**config.mk**
```make
export PLATFORM = sky130hd
export DESIGN_NAME = quiz_judge_flat
export DESIGN_NICKNAME = d
export VERILOG_FILES = /design/src/rtl/quiz_judge_pkg.sv /design/src/rtl/quiz_judge_if.sv /design/src/rtl/quiz_judge_rise.sv /design/src/rtl/quiz_judge.sv /design/src/flat_wrapper.sv
export SDC_FILE = /design/constraint.sdc
export NUM_CORES = 1
export LEC_CHECK = 0
export BUFFER_PORTS_ARGS = -buffer_cell sky130_fd_sc_hd__buf_4
export CAP_MARGIN = 30
export CORE_UTILIZATION = 54
export DETAILED_ROUTE_END_ITERATION = 12
export PLACE_DENSITY = 0.8
export SETUP_SLACK_MARGIN = 0.02
export SLEW_MARGIN = 10
export SYNTH_ARGS = -nofsm -noshare
export SYNTH_HDL_FRONTEND = slang
export SYNTH_SLANG_ARGS = --single-unit
```
**constraint.sdc**
```tcl
create_clock -name clkout -period 2.7 [get_ports clkout]
set_input_delay 0.405 -clock clkout [delete_from_list [all_inputs] [get_ports clkout]]
set_output_delay 0.405 -clock clkout [all_outputs]
set_load 0.01 [all_outputs]
```
**src/rtl/quiz_judge_pkg.sv**
```systemverilog
// quiz_judge_pkg: shared definitions for the quiz judge and the score display.
//   state_t     : FSM state codes reported on state_o (IDLE=0, OPEN=1, LOCKED=2)
//   NUM_PLAYERS : number of player buttons
//   MAX_SCORE   : score ceiling; two BCD digits on the display
package quiz_judge_pkg;

   typedef enum logic [1:0] {
      IDLE   = 2'd0,
      OPEN   = 2'd1,
      LOCKED = 2'd2
   } state_t;

   localparam int NUM_PLAYERS = 4;
   localparam int MAX_SCORE   = 99;

endpackage

```
**src/rtl/quiz_judge_if.sv**
```systemverilog
// quiz_judge_if: host/player inputs and display-side outputs of the quiz judge.
//   master : drives start/btn/correct/wrong/clear_scores, observes the outputs
//   slave  : the judge itself
interface quiz_judge_if;

   logic                                   start;
   logic [quiz_judge_pkg::NUM_PLAYERS-1:0] btn;
   logic                                   correct;
   logic                                   wrong;
   logic                                   clear_scores;
   logic [1:0]                             player;
   logic [7:0]                             score;
   logic                                   disp_rst_n;
   logic [1:0]                             state_o;
   logic [7:0]                             timer;
   logic                                   timeout;

   modport master (
      output start, btn, correct, wrong, clear_scores,
      input  player, score, disp_rst_n, state_o, timer, timeout
   );

   modport slave (
      input  start, btn, correct, wrong, clear_scores,
      output player, score, disp_rst_n, state_o, timer, timeout
   );

endinterface

```
**src/rtl/quiz_judge_rise.sv**
```systemverilog
// rise_detect: per-bit rising-edge detector.
//   clk, rst_n : clock and asynchronous active-low reset
//   din        : level inputs
//   rise       : high for the cycle in which din goes 0 -> 1
module rise_detect #(
   parameter int WIDTH = 8
) (
   input  logic             clk,
   input  logic             rst_n,
   input  logic [WIDTH-1:0] din,
   output logic [WIDTH-1:0] rise
);

   logic [WIDTH-1:0] hist_r;

   // History of the previous cycle's levels, sampled unconditionally.
   always_ff @(posedge clk or negedge rst_n) begin
      if (!rst_n) begin
         hist_r <= {WIDTH{1'b0}};
      end else begin
         hist_r <= din;
      end
   end

   assign rise = din & ~hist_r;

endmodule

```
**src/rtl/quiz_judge.sv**
```systemverilog
// quiz_judge: first-to-buzz arbitration and score keeping for four players.
//   clkout : clock, all logic on posedge
//   rst_n  : asynchronous active-low reset
//   bus    : quiz_judge_if.slave
//            in  : start, btn[3:0], correct, wrong, clear_scores (levels)
//            out : player, score, disp_rst_n (one-cycle low strobe on every
//                  display change), state_o, timer, timeout
module quiz_judge #(
   parameter int ANSWER_TICKS = 20,
   parameter int CORRECT_PTS  = 10,
   parameter int WRONG_PTS    = 5,
   parameter int MAX_SCORE    = quiz_judge_pkg::MAX_SCORE
) (
   input  logic         clkout,
   input  logic         rst_n,
   quiz_judge_if.slave  bus
);

   import quiz_judge_pkg::*;

   state_t     state_r;
   logic [1:0] player_r;
   logic [7:0] score_r;
   logic       disp_rst_n_r;
   logic [7:0] timer_r;
   logic       timeout_r;
   logic [7:0] scores_r [NUM_PLAYERS];

   logic [7:0] rise_s;
   logic [3:0] btn_rise_s;
   logic       start_rise_s;
   logic       correct_rise_s;
   logic       wrong_rise_s;
   logic       clear_rise_s;
   logic       verdict_s;
   logic [1:0] winner_s;
   logic [7:0] cur_s;
   logic [8:0] add_s;
   logic [8:0] sub_s;
   logic [7:0] new_s;

   rise_detect #(.WIDTH(8)) u_rise (
      .clk   (clkout),
      .rst_n (rst_n),
      .din   ({bus.clear_scores, bus.wrong, bus.correct, bus.start, bus.btn}),
      .rise  (rise_s)
   );

   assign btn_rise_s     = rise_s[3:0];
   assign start_rise_s   = rise_s[4];
   assign correct_rise_s = rise_s[5];
   assign wrong_rise_s   = rise_s[6];
   assign clear_rise_s   = rise_s[7];
   // Simultaneous correct and wrong cancel each other out.
   assign verdict_s      = correct_rise_s ^ wrong_rise_s;

   // Fixed-priority winner: lowest-index rising button.
   always_comb begin
      winner_s = 2'd0;
      casez (btn_rise_s)
         4'b???1: winner_s = 2'd0;
         4'b??10: winner_s = 2'd1;
         4'b?100: winner_s = 2'd2;
         4'b1000: winner_s = 2'd3;
         default: winner_s = 2'd0;
      endcase
   end

   // Saturating verdict result; 9-bit intermediates expose overflow and borrow.
   always_comb begin
      cur_s = scores_r[player_r];
      add_s = {1'b0, cur_s} + 9'(CORRECT_PTS);
      sub_s = {1'b0, cur_s} - 9'(WRONG_PTS);
      new_s = cur_s;
      if (correct_rise_s) begin
         if (add_s > 9'(MAX_SCORE)) begin
            new_s = 8'(MAX_SCORE);
         end else begin
            new_s = add_s[7:0];
         end
      end else begin
         if (sub_s[8]) begin
            new_s = 8'd0;
         end else begin
            new_s = sub_s[7:0];
         end
      end
   end

   // Judge FSM with registered display outputs and score table.
   always_ff @(posedge clkout or negedge rst_n) begin
      if (!rst_n) begin
         state_r      <= IDLE;
         player_r     <= 2'd0;
         score_r      <= 8'd0;
         disp_rst_n_r <= 1'b1;
         timer_r      <= 8'd0;
         timeout_r    <= 1'b0;
         for (int i = 0; i < NUM_PLAYERS; i++) begin
            scores_r[i] <= 8'd0;
         end
      end else begin
         disp_rst_n_r <= 1'b1;
         case (state_r)
            IDLE: begin
               if (start_rise_s) begin
                  state_r   <= OPEN;
                  timer_r   <= 8'(ANSWER_TICKS);
                  timeout_r <= 1'b0;
               end
            end
            OPEN: begin
               if (btn_rise_s != 4'b0000) begin
                  state_r      <= LOCKED;
                  player_r     <= winner_s;
                  score_r      <= scores_r[winner_s];
                  disp_rst_n_r <= 1'b0;
                  timer_r      <= 8'd0;
               end else if (timer_r == 8'd1) begin
                  state_r   <= IDLE;
                  timeout_r <= 1'b1;
                  timer_r   <= 8'd0;
               end else begin
                  timer_r <= timer_r - 8'd1;
               end
            end
            LOCKED: begin
               if (verdict_s) begin
                  state_r      <= IDLE;
                  disp_rst_n_r <= 1'b0;
                  // A clear in the same cycle wins over the verdict below.
                  scores_r[player_r] <= new_s;
                  score_r            <= new_s;
               end
            end
            default: begin
               state_r <= IDLE;
               timer_r <= 8'd0;
            end
         endcase
         // Clearing overrides any score update made above, in every state.
         if (clear_rise_s) begin
            for (int i = 0; i < NUM_PLAYERS; i++) begin
               scores_r[i] <= 8'd0;
            end
            score_r      <= 8'd0;
            disp_rst_n_r <= 1'b0;
         end
      end
   end

   assign bus.player     = player_r;
   assign bus.score      = score_r;
   assign bus.disp_rst_n = disp_rst_n_r;
   assign bus.state_o    = state_r;
   assign bus.timer      = timer_r;
   assign bus.timeout    = timeout_r;

endmodule

```
**src/flat_wrapper.sv**
```systemverilog
// flat-port wrapper written by rule: the top's interface ports become plain ports
module quiz_judge_flat import quiz_judge_pkg::*;
#(
   parameter int ANSWER_TICKS = 20,
   parameter int CORRECT_PTS  = 10,
   parameter int WRONG_PTS    = 5,
   parameter int MAX_SCORE    = quiz_judge_pkg::MAX_SCORE
)
  (clkout, rst_n, bus_start, bus_btn, bus_correct, bus_wrong, bus_clear_scores, bus_player, bus_score, bus_disp_rst_n, bus_state_o, bus_timer, bus_timeout);
  quiz_judge_if bus_i ();
  input  logic clkout;
  input  logic rst_n;
  input wire logic [$bits(bus_i.start)-1:0] bus_start;
  input wire logic [$bits(bus_i.btn)-1:0] bus_btn;
  input wire logic [$bits(bus_i.correct)-1:0] bus_correct;
  input wire logic [$bits(bus_i.wrong)-1:0] bus_wrong;
  input wire logic [$bits(bus_i.clear_scores)-1:0] bus_clear_scores;
  output wire logic [$bits(bus_i.player)-1:0] bus_player;
  output wire logic [$bits(bus_i.score)-1:0] bus_score;
  output wire logic [$bits(bus_i.disp_rst_n)-1:0] bus_disp_rst_n;
  output wire logic [$bits(bus_i.state_o)-1:0] bus_state_o;
  output wire logic [$bits(bus_i.timer)-1:0] bus_timer;
  output wire logic [$bits(bus_i.timeout)-1:0] bus_timeout;
  assign bus_i.start = bus_start;
  assign bus_i.btn = bus_btn;
  assign bus_i.correct = bus_correct;
  assign bus_i.wrong = bus_wrong;
  assign bus_i.clear_scores = bus_clear_scores;
  assign bus_player = bus_i.player;
  assign bus_score = bus_i.score;
  assign bus_disp_rst_n = bus_i.disp_rst_n;
  assign bus_state_o = bus_i.state_o;
  assign bus_timer = bus_i.timer;
  assign bus_timeout = bus_i.timeout;
  quiz_judge #(.ANSWER_TICKS(ANSWER_TICKS), .CORRECT_PTS(CORRECT_PTS), .WRONG_PTS(WRONG_PTS), .MAX_SCORE(MAX_SCORE)) u_core (.clkout(clkout), .rst_n(rst_n), .bus(bus_i));
endmodule
```
==> results of run 1 <==
## worst min-delay path by stage
stage / to / slack, ns / depth (start not counted)
final: u_core.bus.timer[3]$_DFFE_PN0P_ / 0.13 / 1
after global routing: u_core.u_rise.hist_r[0]$_DFF_PN0_ / 0.16 / 1
after CTS: u_core.u_rise.hist_r[4]$_DFF_PN0_ / 0.16 / 1
after detailed placement: u_core.scores_r[21]$_DFFE_PN0P_ / 0.49 / 2
after global placement: u_core.scores_r[5]$_DFFE_PN0P_ / 0.48 / 2
after floorplan: u_core.bus.player[0]$_DFFE_PN0P_ / 0.11 / 0
## logic make-up (layout without fill, tap and decap cells)
family                     Yosys count  after routing  synth area share (%)
DFF                                 62             62                  42.6
adders and majority gates           10             10                  3.43
AOI/OAI and AO/OA                  117            117                  21.5
and+or+nand+nor                    122            122                  16.9
muxes                               24             25                  10.1
xor gates and xnor gates             8              8                  1.92
buffers and inverters               28            113                  3.67
## cells in the final DEF, fill, tap and decap left out, types with 6 or more instances in the layout
cell       n
inv_1      9
dfrtp_1   59
nand2b_1   6
o211ai_1   6
nor2b_1   15
o21ai_1   10
o21ai_0   26
nor2_1    14
buf_6      7
mux2i_1   10
a21oi_1   19
and2_1     7
nor3_1     6
nand2_1   42
ha_1       7
nand3_1    8
a22o_1     8
mux4_2    10
buf_4     78
clkbuf_8  10
## state kept, by name, summed over array words and instances (netlist names)
| name | count |
|---|---|
| u_core.bus.player | 2 |
| u_core.scores_r | 32 |
| u_core.bus.state_o | 2 |
| u_core.u_rise.hist_r | 8 |
| u_core.bus.score | 8 |
| u_core.bus.timeout | 1 |
| u_core.bus.timer | 8 |
| u_core.bus.disp_rst_n | 1 |
## what timing repair did
item | 4_1_cts | 5_1_grt
buffers inserted | 9 | 7
pin swaps | 10 | 13
gates cloned | 0 | 1
resized for setup | 16 | 33
endpoints found under the setup margin | 28 | 34
## power by group
group	total [mW]	internal, mW	switching, mW	leakage (nW)
Sequential	1.24	1.08	0.160	0.825
Combinational	1.46	0.665	0.797	1.17
Clock	0.919	0.541	0.378	0.108
Total	3.62	2.29	1.33	2.10
## per-stage QoR
step / hold WS (ns) / utilization (%)
finish: 0.126 / 73.2
global route: 0.162 / 73.2
CTS: 0.162 / 70.9
detailed placement: 0.488 / 65.4
global placement: 0.479 / 65.4
floorplan: 0.109 / -
## final cells by class
class / instances / area share, %
clock inverters: 6 / 1.81
multi-input cells: 282 / 45.1
clock buffers: 10 / 2.93
inverters: 12 / 0.958
flip-flops and latches: 62 / 33.1
repair buffers: 85 / 14.1
well taps: 77 / 2.05
## worst max-delay path, stage by stage, from the launching register on
cell and delay, ns:
dfrtp_2 0.46, buf_4 0.17, mux4_2 0.61, nor2_1 0.30
a31oi_4 0.17, a21o_1 0.20, o41ai_2 0.30, nor2_2 0.13
a221o_1 0.32
## routing by layer
metal  up-vias  track usage, %
met3        29            8.26
met5         -               0
li1       1524               -
met1      1693            40.0
met2       176            48.0
met4         0            14.6
==> run_results.csv, run 1 <==
group,metric,value,unit
yosys,synthTopCellsByCount,"dfrtp_1, nand2_1, o21ai_0",
placed_design,dp_slack,-0.158,ns
setup_path,critPathCaptureType,"flop",
timing,finalCritPeriodShare,103,%
setup_path,crit_path_end,"u_core.bus.score[1]$_DFFE_PN0P_",
yosys,synth.most_common_cell,"dfrtp_1",
route,wl_met2,5130,um
timing,rsz0062_at_grt,"yes",
placed_design,dp_hpwl,6980,um
setup_path,reg2reg_depth,8,
setup_path,reg2reg_from,"u_core.bus.player[0]$_DFFE_PN0P_",
timing,skew,0.00548,ns
cells_and_area,fill_cells,450,
setup_path,worstPathArrival,3.01,ns
route,wl_met1,4350,um
cts,cts_hold_buf,0,
setup_path,critPathLaunch,"u_core.bus.player[0]$_DFFE_PN0P_",
route,num_vias,3422,
cells_and_area,seq_area,1560,um^2
route,drtAntennaViolNets,0,
timing,tns,-0.213,ns
run,drv_cap,0,
power,powerDensity,770,nW/um^2
global_route,grt_pass1_wl,16700,um
cells_and_area,nets,472,
global_route,grt_pass1_vias,3361,
route,wl_per_cell,19.8,um
yosys,ys.flop_type,"dfrtp_1",
cts,htreeDepth,3,
setup_path,rrSetupSlack,-0.08,ns
power,vdd_drop_max,0.629,mV
cells_and_area,antenna_cells,0,
yosys,yosysWarnings,0,
floorplan,initial_core_util,56.8,%
yosys,synth_area_leaders,"dfrtp_1, o21ai_0, nand2_1",
placed_design,dp.cells,501,
timing,hold_violations,0,
route,routed-wl-met3,872,um
run_status,outcome,"finished with violations",
setup_path,crit_type,"flop to flop",
timing,maxSlewHeadroom,48.9,%
placed_design,io_buffers,31,
floorplan,fp.dieW,84.2,um
yosys,syn-num-nets,391,
power,finalPower,3.62,mW
cells_and_area,drive_gt1_share,34.4,%
yosys,syn-cell-area,3650,um^2
route,route.top_layer_used,"met4",
floorplan,fp.dieH,84.2,um
yosys,synth_top_cell_area_share,41.9,%
timing,setup_viol,7,
setup_path,cp.required,2.93,ns
route,drc,2,
yosys,ys_seq_area_share,42.6,%
timing,tightest_slew,0.767,ns
run_status,violations,"design-rule violations, negative setup slack",
cts,root_buffer,"clkbuf_8",
yosys,syn_inst,371,
route,drtPass1Iterations,9,
route,drtIter0Drc,300,
floorplan,core,6420,um^2
global_route,antenna_found_initial,0,
placed_design,place_congestion,0.937,
timing,setup_ws,-0.0786,ns
route,drt_wl_total,10600,um
setup_path,path_max_fanout,8,
cts,cts.path.max_buffers,2,
timing,max_freq,0.360,GHz
yosys,synth-edff-count,0,
yosys,yosysTopAreaCell,"dfrtp_1",
floorplan,io_pins,32,
setup_path,setup.worst_path.start_class,"flop",
yosys,synthDistinctLibCells,60,
global_route,gr-total-overflow,0,
yosys,synthArstFlopShare,100,%
timing,drv_slew,0,
power,leakage,2.10,nW
yosys,synth_area_per_cell,9.83,um^2
route,viasPerCell,6.41,
cells_and_area,final_area,4700,um^2
cts,cts_buffers,9,
timing,fin_crit,2.78,ns
hold_path,hold_class,"primary input to async pin",
cts,cts_tree,"done",
cells_and_area,fin_cells,534,
cts,path_clk_slew,0.07,ns
global_route,grt_max_degree,63,
cells_and_area,multiInputGateArea,2120,um^2
yosys,synth-seq-cells,62,
cts,clock_latency,0.35,ns
floorplan,num_rows,29,
placed_design,place_area,4200,um^2
floorplan,die-area,7090,um^2
global_route,grt_usage,30.7,%
cts,clkSinkCount,62,
setup_path,worstReg2RegEnd,"u_core.bus.score[1]$_DFFE_PN0P_",
cells_and_area,area_growth,29.0,%
Note: power is estimated with default switching activity, not from simulation.
==> inputs of run 2 (changes only) <==
--- a/config.mk
+++ b/config.mk
@@ -7,7 +7,10 @@
 export LEC_CHECK = 0
 export BUFFER_PORTS_ARGS = -buffer_cell sky130_fd_sc_hd__buf_4
 export CAP_MARGIN = 30
-export CORE_UTILIZATION = 54
+export CELL_PAD_IN_SITES_DETAIL_PLACEMENT = 1
+export CELL_PAD_IN_SITES_GLOBAL_PLACEMENT = 1
+export CORE_MARGIN = 10
+export CORE_UTILIZATION = 42
 export DETAILED_ROUTE_END_ITERATION = 12
 export PLACE_DENSITY = 0.8
 export SETUP_SLACK_MARGIN = 0.02
==> run_results.csv, run 2 (synthesis results as in run 1) <==
group,metric,value,unit
setup_path,cpPeakStageDelay,0.58,ns
global_route,grt_usage,19.3,%
global_route,grt_max_degree,63,
cells_and_area,largest_reg_flops,32,
cells_and_area,largest-register,"u_core.scores_r",
route,viasPerCell,6.07,
route,wl_per_cell,22.9,um
setup_path,setup.worst_path.start_class,"flop",
floorplan,die-area,12800,um^2
floorplan,initial_core_util,43.7,%
floorplan,io_pins,32,
route,num_vias,3403,
placed_design,place_area,4260,um^2
timing,holdWs,0.160,ns
timing,setup_ws,-0.124,ns
hold_path,hold_class,"primary input to async pin",
route,drt_wl_total,12900,um
placed_design,io_buffers,31,
run,drv_cap,0,
setup_path,crit_type,"flop to flop",
cts,cts_tree,"done",
power,powerDensity,765,nW/um^2
route,drc,0,
floorplan,num_rows,33,
timing,maxSlewHeadroom,46.2,%
timing,drv_slew,0,
cts,htreeDepth,3,
timing,max_freq,0.354,GHz
power,vdd_drop_max,0.454,mV
setup_path,slowest_stage,"mux4_2",
timing,tightest_slew,0.808,ns
cells_and_area,nets,472,
cells_and_area,final_common_cell,"buf_4",
placed_design,place_congestion,0.856,
cells_and_area,fill_cells,933,
timing,tns,-0.576,ns
cells_and_area,fin_util,56.9,%
cells_and_area,final_area,4750,um^2
route,drtPass1Iterations,4,
cells_and_area,final_cell_mix,"buf_4, dfrtp_1, nand2_1, o21ai_0, a21oi_1",
cts,cts.path.max_buffers,2,
cts,root_buffer,"clkbuf_8",
cells_and_area,area_growth,30.2,%
power,finalPower,3.63,mW
global_route,grt_pass1_vias,3734,
placed_design,dp_hpwl,8590,um
setup_path,critPathCaptureType,"flop",
route,drtAntennaViolNets,0,
setup_path,path_max_fanout,6,
setup_path,cp.required,2.93,ns
route,drtIter0Drc,281,
timing,finalCritPeriodShare,105,%
floorplan,fp.dieW,113,um
cells_and_area,antenna_cells,0,
timing,hold_violations,0,
cts,cts_hold_buf,0,
timing,setup_viol,14,
timing,rsz0062_at_grt,"yes",
cts,clkSinkCount,62,
cts,path_clk_slew,0.08,ns
run_status,outcome,"finished with violations",
global_route,gr-total-overflow,0,
global_route,grt_pass1_wl,20000,um
run_status,violations,"negative setup slack",
setup_path,worstPathArrival,3.05,ns
cts,cts_buffers,9,
timing,skew,0.00870,ns
floorplan,core,8340,um^2
timing,fin_crit,2.82,ns
power,leakage,2.11,nW
floorplan,fp.dieH,113,um
setup_path,path_cells,"buf_4 -> mux4_2 -> and4b_1 -> o21ai_1 -> a21o_1 -> o41ai_4 -> nor2_4 -> a221o_1",
cells_and_area,drive_gt1_share,34.9,%
cts,clock_latency,0.34,ns
global_route,antenna_found_initial,0,
==> run 2: report_power, final <==
part	switching (mW)	internal (mW)
registers	0.167	1.08
logic	0.850	0.702
clock network	0.388	0.444
==> run 2: worst max-delay path: cells and delay by family, from the launching register on <==
family	cells	cell delay, ns
compound gates	4	1.12
buf+inv	1	0.17
simple gates	2	0.38
flops	1	0.46
mux	1	0.58
==> run 2: per-stage QoR <==
step	instances	setup slack (ns)
detailed placement	532	-0.203
finish	561	-0.124
floorplan	371	-0.118
CTS	553	-0.0460
global route	561	-0.211
global placement	532	-0.116
==> run 2: worst paths after layout <==
check	startpoint	end	slack, ns	depth (start not counted)
worst max-delay path	u_core.bus.player[0]$_DFFE_PN0P_	u_core.bus.score[1]$_DFFE_PN0P_	-0.12	8
worst min-delay path	rst_n	u_core.bus.timer[3]$_DFFE_PN0P_	0.16	1
worst max register to register	u_core.bus.player[0]$_DFFE_PN0P_	u_core.bus.score[1]$_DFFE_PN0P_	-0.12	8
worst min register to register	u_core.scores_r[26]$_DFFE_PN0P_	u_core.scores_r[26]$_DFFE_PN0P_	0.53	2
max in group asynchronous	rst_n	u_core.bus.player[0]$_DFFE_PN0P_	1.98	1
min in group clkout	bus_btn[0]	u_core.u_rise.hist_r[0]$_DFF_PN0_	0.17	1
==> run 2: per-layer routing <==
layer  routed length [um]  track usage (%)
met1                 5210             23.9
met2                 6580             31.7
met5                    0                0
met4                  274             7.45
met3                  796             4.54
==> run 2: final cells by class <==
cell class / count / area, um^2 / share of cell area (%)
tap: 105 / 131 / 2.77
inverter: 12 / 50.0 / 1.05
sequential: 62 / 1560 / 32.8
multi-input combinational: 282 / 2140 / 45.1
timing repair buffer: 85 / 679 / 14.3
clock inverter: 4 / 47.5 / 1.00
clock buffer: 11 / 141 / 2.98
==> run 2: what timing repair did <==
action,in CTS,in global routing
cloned,1,0
resized for setup,23,44
buffers inserted,5,8
setup endpoints to repair,33,40
pin swaps,9,20
==> inputs of run 3 (changes only) <==
--- a/config.mk
+++ b/config.mk
@@ -13,7 +13,6 @@
 export CORE_UTILIZATION = 42
 export DETAILED_ROUTE_END_ITERATION = 12
 export PLACE_DENSITY = 0.8
-export SETUP_SLACK_MARGIN = 0.02
 export SLEW_MARGIN = 10
 export SYNTH_ARGS = -nofsm -noshare
 export SYNTH_HDL_FRONTEND = slang
==> run_results.csv, run 3 (synthesis results as in run 1) <==
group,metric,value,unit
run_status,outcome,"finished with violations",
run_status,violations,"negative setup slack",
global_route,grt_max_degree,63,
cells_and_area,fin_cells,554,
floorplan,num_rows,33,
floorplan,fp.dieW,113,um
route,drc,0,
floorplan,core,8340,um^2
placed_design,io_buffers,31,
cts,clock_latency,0.35,ns
cells_and_area,nets,465,
global_route,grt_usage,19.3,%
timing,tns,-0.170,ns
timing,setup_ws,-0.0572,ns
route,drtAntennaViolNets,0,
floorplan,fp.dieH,113,um
cells_and_area,largest-register,"u_core.scores_r",
global_route,antenna_found_initial,0,
cts,clkSinkCount,62,
cts,htreeDepth,3,
run,drv_cap,0,
route,drt_wl_total,12500,um
global_route,grt_pass1_vias,3734,
cts,cts_buffers,9,
cts,cts_tree,"done",
timing,holdWs,0.157,ns
setup_path,crit_type,"flop to flop",
power,finalPower,3.59,mW
route,num_vias,3390,
cells_and_area,fin_util,56.4,%
placed_design,place_area,4260,um^2
setup_path,cp.required,2.93,ns
setup_path,setup.worst_path.start_class,"flop",
timing,rsz0062_at_grt,"yes",
timing,setup_viol,9,
route,wl_per_cell,22.5,um
cells_and_area,final_area,4700,um^2
timing,finalCritPeriodShare,102,%
global_route,gr-total-overflow,0,
route,drtPass1Iterations,5,
power,leakage,2.08,nW
placed_design,dp.cells,532,
power,powerDensity,764,nW/um^2
timing,skew,0.00732,ns
setup_path,path_max_fanout,6,
floorplan,io_pins,32,
cells_and_area,area_growth,28.9,%
cells_and_area,final_cell_mix,"buf_4, dfrtp_1, nand2_1, o21ai_0, a21oi_1",
cts,cts_hold_buf,0,
floorplan,die-area,12800,um^2
cells_and_area,drive_gt1_share,35.0,%
cells_and_area,largest_reg_flops,32,
cells_and_area,final_common_cell,"buf_4",
floorplan,initial_core_util,43.7,%
placed_design,dp_hpwl,8590,um
setup_path,critPathCaptureType,"flop",
timing,fin_crit,2.76,ns
hold_path,hold_class,"primary input to async pin",
cells_and_area,antenna_cells,0,
cells_and_area,fill_cells,947,
placed_design,place_congestion,0.856,
placed_design,dp_slack,-0.203,ns
timing,hold_violations,0,
timing,drv_slew,0,
setup_path,worstPathArrival,2.99,ns
cts,cts.path.max_buffers,2,
route,drtIter0Drc,264,
timing,tightest_slew,0.798,ns
timing,maxSlewHeadroom,46.8,%
timing,max_freq,0.363,GHz
cts,path_clk_slew,0.08,ns
power,vdd_drop_max,0.453,mV
cts,root_buffer,"clkbuf_8",
route,viasPerCell,6.12,
global_route,grt_pass1_wl,20000,um
run 3: path summary, 6_finish.rpt:
kind                       depth (start not counted)                        startpoint  slack [ns]                                end
max                                                8  u_core.bus.player[0]$_DFFE_PN0P_       -0.06    u_core.bus.score[1]$_DFFE_PN0P_
min                                                1                             rst_n        0.16    u_core.bus.timer[3]$_DFFE_PN0P_
max reg2reg                                        8  u_core.bus.player[0]$_DFFE_PN0P_       -0.06    u_core.bus.score[1]$_DFFE_PN0P_
min reg2reg                                        1   u_core.bus.score[7]$_DFFE_PN0P_        0.53    u_core.bus.score[7]$_DFFE_PN0P_
max in group asynchronous                          1                             rst_n        1.99   u_core.bus.player[0]$_DFFE_PN0P_
min in group clkout                                1                        bus_btn[0]        0.17  u_core.u_rise.hist_r[0]$_DFF_PN0_
run 3: layer usage:
layer  GRT usage [%]  vias to the layer above  wire length (um)
met5               0                        -                 0
met4            7.45                        0               276
met3            4.54                       22               778
met2            31.7                      143              6190
met1            23.9                     1723              5250
li1                -                     1502                 -
run 3: power by group:
group	switching (mW)	internal [mW]	total [mW]
Sequential	0.169	1.08	1.25
Clock	0.387	0.444	0.830
Combinational	0.837	0.673	1.51
run 3: cell type report:
| cell class | count | area (um^2) | share of cell area, % |
|---|---|---|---|
| multi-input combinational | 282 | 2170 | 46.1 |
| inverter | 12 | 47.5 | 1.01 |
| sequential | 62 | 1560 | 33.1 |
| clock buffer | 11 | 141 | 3.01 |
| tap | 105 | 131 | 2.79 |
| timing repair buffer | 78 | 612 | 13.0 |
| clock inverter | 4 | 47.5 | 1.01 |
run 3: timing repair:
item                                    CTS  global route
resized for setup                        20            48
pin swaps                                 8            17
endpoints found under the setup margin   30            39
endpoints found under the hold margin     0             0
gates cloned                              1             0
buffers inserted                          5             1
run 3: worst max-delay path, cell delays in order (launching register included):
cell and delay (ns):
dfrtp_2 0.47, mux4_2 0.62, buf_4 0.19, a21o_1 0.20
a221oi_2 0.32, nand2b_4 0.23, o2111a_2 0.22, nor2_4 0.06
a221o_1 0.32
